**src/rtl/block_dispatcher.sv**
```systemverilog
// rtl/block_dispatcher.sv - kernel block dispatcher handing fixed-size thread blocks to a pool of cores
module block_dispatcher #(
    parameter int NUM_CORES         = 4,
    parameter int THREADS_PER_BLOCK = 4
) (
    input  logic                   clk,
    input  logic                   reset,
    input  logic                   start,
    input  logic [7:0]             thread_count,
    input  logic [NUM_CORES-1:0]   core_done,
    output logic [NUM_CORES-1:0]   core_reset,
    output logic [NUM_CORES-1:0]   core_start,
    output logic [NUM_CORES*8-1:0] core_block_id,
    output logic [NUM_CORES*8-1:0] core_thread_count,
    output logic                   done
);

    typedef enum logic [1:0] {S_IDLE, S_RUN, S_DONE} top_state_t;
    typedef enum logic [1:0] {C_FREE, C_LOAD, C_BUSY} core_state_t;

    top_state_t  state_q, state_d;
    core_state_t core_state_q [NUM_CORES];
    core_state_t core_state_d [NUM_CORES];

    logic [7:0]             tc_q, tc_d;
    logic [8:0]             total_q, total_d;
    logic [8:0]             dispatched_q, dispatched_d;
    logic [8:0]             completed_q, completed_d;
    logic [NUM_CORES-1:0]   core_reset_d, core_start_d;
    logic [NUM_CORES*8-1:0] block_id_d, thread_d;
    logic                   done_d;
    logic                   granted;

    // Block count is computed 9 bits wide so 255 threads round up without wrapping.
    logic [8:0]  launch_blocks;
    logic [15:0] remaining;
    logic [7:0]  blk_threads;

    assign launch_blocks = (9'(thread_count) + 9'(THREADS_PER_BLOCK - 1)) / 9'(THREADS_PER_BLOCK);
    assign remaining     = 16'(tc_q) - 16'(dispatched_q) * 16'(THREADS_PER_BLOCK);
    assign blk_threads   = (remaining > 16'(THREADS_PER_BLOCK)) ? 8'(THREADS_PER_BLOCK) : remaining[7:0];

    // Next-state and next-output logic for the top FSM and every core slot.
    always_comb begin
        state_d      = state_q;
        tc_d         = tc_q;
        total_d      = total_q;
        dispatched_d = dispatched_q;
        completed_d  = completed_q;
        core_reset_d = '0;
        core_start_d = core_start;
        block_id_d   = core_block_id;
        thread_d     = core_thread_count;
        done_d       = (state_q == S_DONE);
        granted      = 1'b0;
        for (int k = 0; k < NUM_CORES; k++) begin
            core_state_d[k] = core_state_q[k];
        end

        case (state_q)
            S_IDLE: begin
                if (start) begin
                    tc_d         = thread_count;
                    total_d      = launch_blocks;
                    dispatched_d = '0;
                    completed_d  = '0;
                    core_start_d = '0;
                    for (int k = 0; k < NUM_CORES; k++) begin
                        core_state_d[k] = C_FREE;
                    end
                    state_d = (thread_count == 8'd0) ? S_DONE : S_RUN;
                end
            end
            S_RUN: begin
                for (int k = 0; k < NUM_CORES; k++) begin
                    case (core_state_q[k])
                        C_LOAD: begin
                            core_state_d[k] = C_BUSY;
                            core_start_d[k] = 1'b1;
                        end
                        C_BUSY: begin
                            if (core_done[k]) begin
                                core_state_d[k] = C_FREE;
                                core_start_d[k] = 1'b0;
                                completed_d     = completed_d + 9'd1;
                            end
                        end
                        default: begin
                            // Only the lowest-index free core is granted, one block per edge.
                            if (!granted && (dispatched_q < total_q)) begin
                                granted              = 1'b1;
                                core_state_d[k]      = C_LOAD;
                                core_reset_d[k]      = 1'b1;
                                block_id_d[8*k +: 8] = dispatched_q[7:0];
                                thread_d[8*k +: 8]   = blk_threads;
                                dispatched_d         = dispatched_q + 9'd1;
                            end
                        end
                    endcase
                end
                if (completed_d == total_q) begin
                    state_d      = S_DONE;
                    core_start_d = '0;
                    core_reset_d = '0;
                end
            end
            S_DONE: begin
                core_start_d = '0;
                if (!start) begin
                    state_d = S_IDLE;
                end
            end
            default: begin
                state_d = S_IDLE;
            end
        endcase
    end

    // State and registered outputs; reset clears everything without waiting for a clock.
    always_ff @(posedge clk or negedge reset) begin
        if (!reset) begin
            state_q           <= S_IDLE;
            tc_q              <= '0;
            total_q           <= '0;
            dispatched_q      <= '0;
            completed_q       <= '0;
            core_reset        <= '0;
            core_start        <= '0;
            core_block_id     <= '0;
            core_thread_count <= '0;
            done              <= 1'b0;
            for (int k = 0; k < NUM_CORES; k++) begin
                core_state_q[k] <= C_FREE;
            end
        end else begin
            state_q           <= state_d;
            tc_q              <= tc_d;
            total_q           <= total_d;
            dispatched_q      <= dispatched_d;
            completed_q       <= completed_d;
            core_reset        <= core_reset_d;
            core_start        <= core_start_d;
            core_block_id     <= block_id_d;
            core_thread_count <= thread_d;
            done              <= done_d;
            for (int k = 0; k < NUM_CORES; k++) begin
                core_state_q[k] <= core_state_d[k];
            end
        end
    end

endmodule

```
**config.mk**
```make
export PLATFORM = sky130hd
export DESIGN_NAME = block_dispatcher
export DESIGN_NICKNAME = d
export VERILOG_FILES = /design/src/rtl/block_dispatcher.sv
export SDC_FILE = /design/constraint.sdc
export NUM_CORES = 1
export LEC_CHECK = 0
export ABC_AREA = 1
export CORE_MARGIN = 8
export CORE_UTILIZATION = 42
export CTS_CLUSTER_DIAMETER = 40
export DETAILED_ROUTE_END_ITERATION = 6
export HOLD_SLACK_MARGIN = 0.1
export PLACE_DENSITY_LB_ADDON = 0.12
export SLEW_MARGIN = 20
export SYNTH_ARGS = -nofsm -noshare
export SYNTH_HDL_FRONTEND = slang
export SYNTH_SLANG_ARGS = --single-unit
```
**constraint.sdc**
```tcl
create_clock -name clk -period 11.9 [get_ports clk]
set_input_delay 2.38 -clock clk [delete_from_list [all_inputs] [get_ports clk]]
set_output_delay 2.38 -clock clk [all_outputs]
set_load 0.02 [all_outputs]
```
==> impl_metrics.json <==
{
  "r2r-end": "core_start[3]",
  "placement_rows": 44,
  "buffer_ports.inserted": 87,
  "dp_cells": 1069,
  "clk_transition_reported_paths_ns": 0.06,
  "antenna_violations_before_repair": 0,
  "cts_htree_levels": 4,
  "grt_max_degree": 65,
  "hold-path-endpoint": "core_thread_count[4]",
  "die_width_um": 138.1,
  "area_delta_synth_final_pct": 26.34,
  "crit_path_max_fanout": 18,
  "syn_area_per_cell_um2": 7.701,
  "setup_total_negative_slack_ns": 0,
  "number_of_top_level_pins": 88,
  "ctsRootBufferMaster": "clkbuf_16",
  "required_ns": 12.20,
  "regToRegStartpoint": "core_state_q[6]",
  "cts_hold_buf": 0,
  "gp_routability_congestion": 0.8679,
  "drt-wirelength-per-cell_um": 15.36,
  "whs_ns": 0.4694,
  "first_pass_grt_wire_length_um": 28430,
  "synth_cell_type_count": 39,
  "die_area_mm2": 0.01907,
  "regToRegSetupSlack_ns": 7.15,
  "hold_path_startpoint": "core_thread_count[4]",
  "drt_iter0_markers": 361,
  "antenna_left": 0,
  "synth-edff-count": 0,
  "post_route_cells_drive_above_1_share_pct": 8.506,
  "max-vdd-ir-drop_uv": 153.3,
  "drc_violation_count_after_routing": 0,
  "maxClockFrequency_mhz": 152.7,
  "post-route-util_pct": 54.42,
  "fin_area_mm2": 0.007910,
  "pd_cells_mw_per_mm2": 258.1,
  "timing.max_cap.violations": 0,
  "post_cts.resized_instances": 0,
  "synth.ff_latch_count": 116,
  "timing_worst_slew_pin_value_ns": 0.9939,
  "hold_viol_final": 0,
  "grt_use_total_pct": 18.10,
  "status": "finished clean",
  "clock_skew_ns": 0.008597,
  "critical_path.endpoint_type": "flip-flop",
  "grt_pass1_vias": 5587,
  "syn_nets": 854,
  "synthArstFlopShare_pct": 100.0,
  "worst_hold_path_type": "reg -> reg",
  "maxSlewHeadroom_pct": 33.66,
  "unrepaired_setup_endpoints_after_global_routing": "false",
  "clkLatencyLatePin_ns": 0.41,
  "start_util_pct": 43.08,
  "hold_depth": 2,
  "yosysTopAreaCell": "dfrtp_1",
  "cp_data_arrival_time_ns": 6.85,
  "clock_sink_count": 116,
  "detail_route.vias_per_cell": 5.025,
  "synthesis.yosys.warnings": 0,
  "core-area_mm2": 0.01453,
  "syn-instance-count": 813,
  "route.vias.total": 5532,
  "cts.path.max_buffers": 2,
  "synth_top_area_share_pct": 46.36,
  "p_leak_nw": 3.856,
  "layout_min_cycle_time_ns": 6.550,
  "drt-pass1-iter-count": 5,
  "period_utilization_pct": 55.04,
  "number_of_pins_with_negative_max_slew_slack_in_the_final_report": 0,
  "gr-total-overflow": 0,
  "detailed_place.area_mm2": 0.007302,
  "wirelength_um": 16910,
  "final_cells": 1101,
  "setup_viol": 0,
  "synth_flop_cell": "dfrtp_1",
  "num-nets-final": 945,
  "antenna-diode-count": 0,
  "synth.area.top_cells": "dfrtp_1 46%, nand2_1 13%, inv_1 7.0%",
  "tritoncts_clock_tree": "built",
  "reg2regPathDepth": 29,
  "cts_buffers": 17,
  "critPathLaunchType": "input port",
  "criticalPathCategory": "in -> reg",
  "synth_seq_area_share_pct": 46.36,
  "synthesis.area_mm2": 0.006261,
  "cts_setup_buffers": 0,
  "die_h_um": 138.1,
  "dp_hpwl_um": 12540
}
flip-flops by register name, summed over array words and instances (netlist names):
register	flops
completed_q	9
core_thread_count	32
done	1
tc_q	8
dispatched_q	9
core_block_id	32
core_state_q	8
core_reset	4
state_q	2
total_q	7
core_start	4
critical path: stages:
cell and delay, ns:
clkdlybuf4s50_1 0.61, nand3_2 0.20, nand2_1 0.16, inv_1 0.07, ha_1 0.27, or2_2 0.30, nand2_1 0.13, inv_1 0.06
ha_1 0.28, or2_2 0.29, nand2_1 0.11, inv_1 0.06, ha_1 0.26, or2_2 0.30, nand2_1 0.09, nand2_1 0.05
nand2_1 0.05, nand3_1 0.06, nor2_1 0.11, nand2_1 0.06, nor2_1 0.08, nand3_1 0.07, nor2_1 0.08, nand2_1 0.09
nor2_4 0.34, o21ai_0 0.15, nand2_1 0.09, nand2_1 0.05
cells by family (layout without fill, tap and decap cells):
| group | count (synthesis) | in the layout | synth area share, % |
|---|---|---|---|
| and+or+nand+nor | 406 | 406 | 28.40 |
| xor gates and xnor gates | 4 | 4 | 0.5597 |
| buffers and inverters | 140 | 244 | 8.533 |
| adders and majority gates | 26 | 26 | 5.316 |
| DFF | 116 | 116 | 46.36 |
| AOI/OAI and AO/OA | 121 | 121 | 10.83 |
metal layers:
metal,track usage [%],vias to the layer above,routed length (µm)
li1,-,2776,-
met1,22.70,2617,7715
met2,30.28,127,8137
met5,0,-,0
met4,3.947,0,127
met3,5.103,12,925
cell usage after synthesis (6+ instances only):
library cell  number
a21oi_1           16
nand2_1          214
nor2_1            80
o21ai_0           75
ha_1              25
nor2_4             6
nand2_2           18
inv_1            117
o22ai_1           12
nand3_1           53
clkbuf_1          15
dfrtp_1          116
nor3_1            15
metrics by stage:
step           setup WS, ns  power, W
2_1_floorplan         6.053  0.001212
3_3_place_gp          5.141  0.001488
3_5_place_dp          4.986  0.001518
4_1_cts               5.391  0.002051
5_1_grt               4.943  0.002204
6_report              5.350  0.002042
where the power goes:
group	internal [W]	total [W]	switching, W
logic	0.000321	0.000930	0.000609
registers	0.000505	0.000588	0.0000834
clock network	0.000332	0.000523	0.000192
area by class of cell:
| cell class | count | area [µm²] |
|---|---|---|
| Sequential cell | 116 | 2903 |
| Timing Repair Buffer | 89 | 883.3 |
| Multi-Input combinational cell | 557 | 2824 |
| Tap cell | 184 | 230.2 |
| Fill cell | 1347 | 6624 |
| Clock buffer | 18 | 429.2 |
| Clock inverter | 14 | 178.9 |
| Inverter | 123 | 461.7 |
worst max-delay path by stage:
stage / from / end / depth (start not counted) / slack (ns)
4_1_cts: core_done[0] / core_start[1] / 28 / 5.39
3_3_place_gp: core_done[0] / core_start[0] / 28 / 5.14
3_5_place_dp: core_done[0] / core_start[3] / 28 / 4.99
6_report: core_done[0] / core_start[3] / 28 / 5.35
5_1_grt: core_done[0] / core_start[2] / 29 / 4.94
2_1_floorplan: core_done[0] / core_start[0] / 28 / 6.05
cell usage in the layout, fill, tap and decap left out, types with 4 or more instances in the layout:
cell / count
inv_1: 117
nor3_1: 15
o21ai_0: 75
ha_1: 25
clkdlybuf4s50_1: 86
clkbuf_16: 17
nand3_1: 53
nand4_1: 5
o22ai_1: 12
nand2_2: 18
clkinv_4: 4
inv_2: 5
nand2_1: 214
nor2_1: 80
nor2_2: 4
a21oi_1: 16
nor2_4: 6
dfrtp_1: 116
No activity file was read; power rests on OpenSTA's default activity.
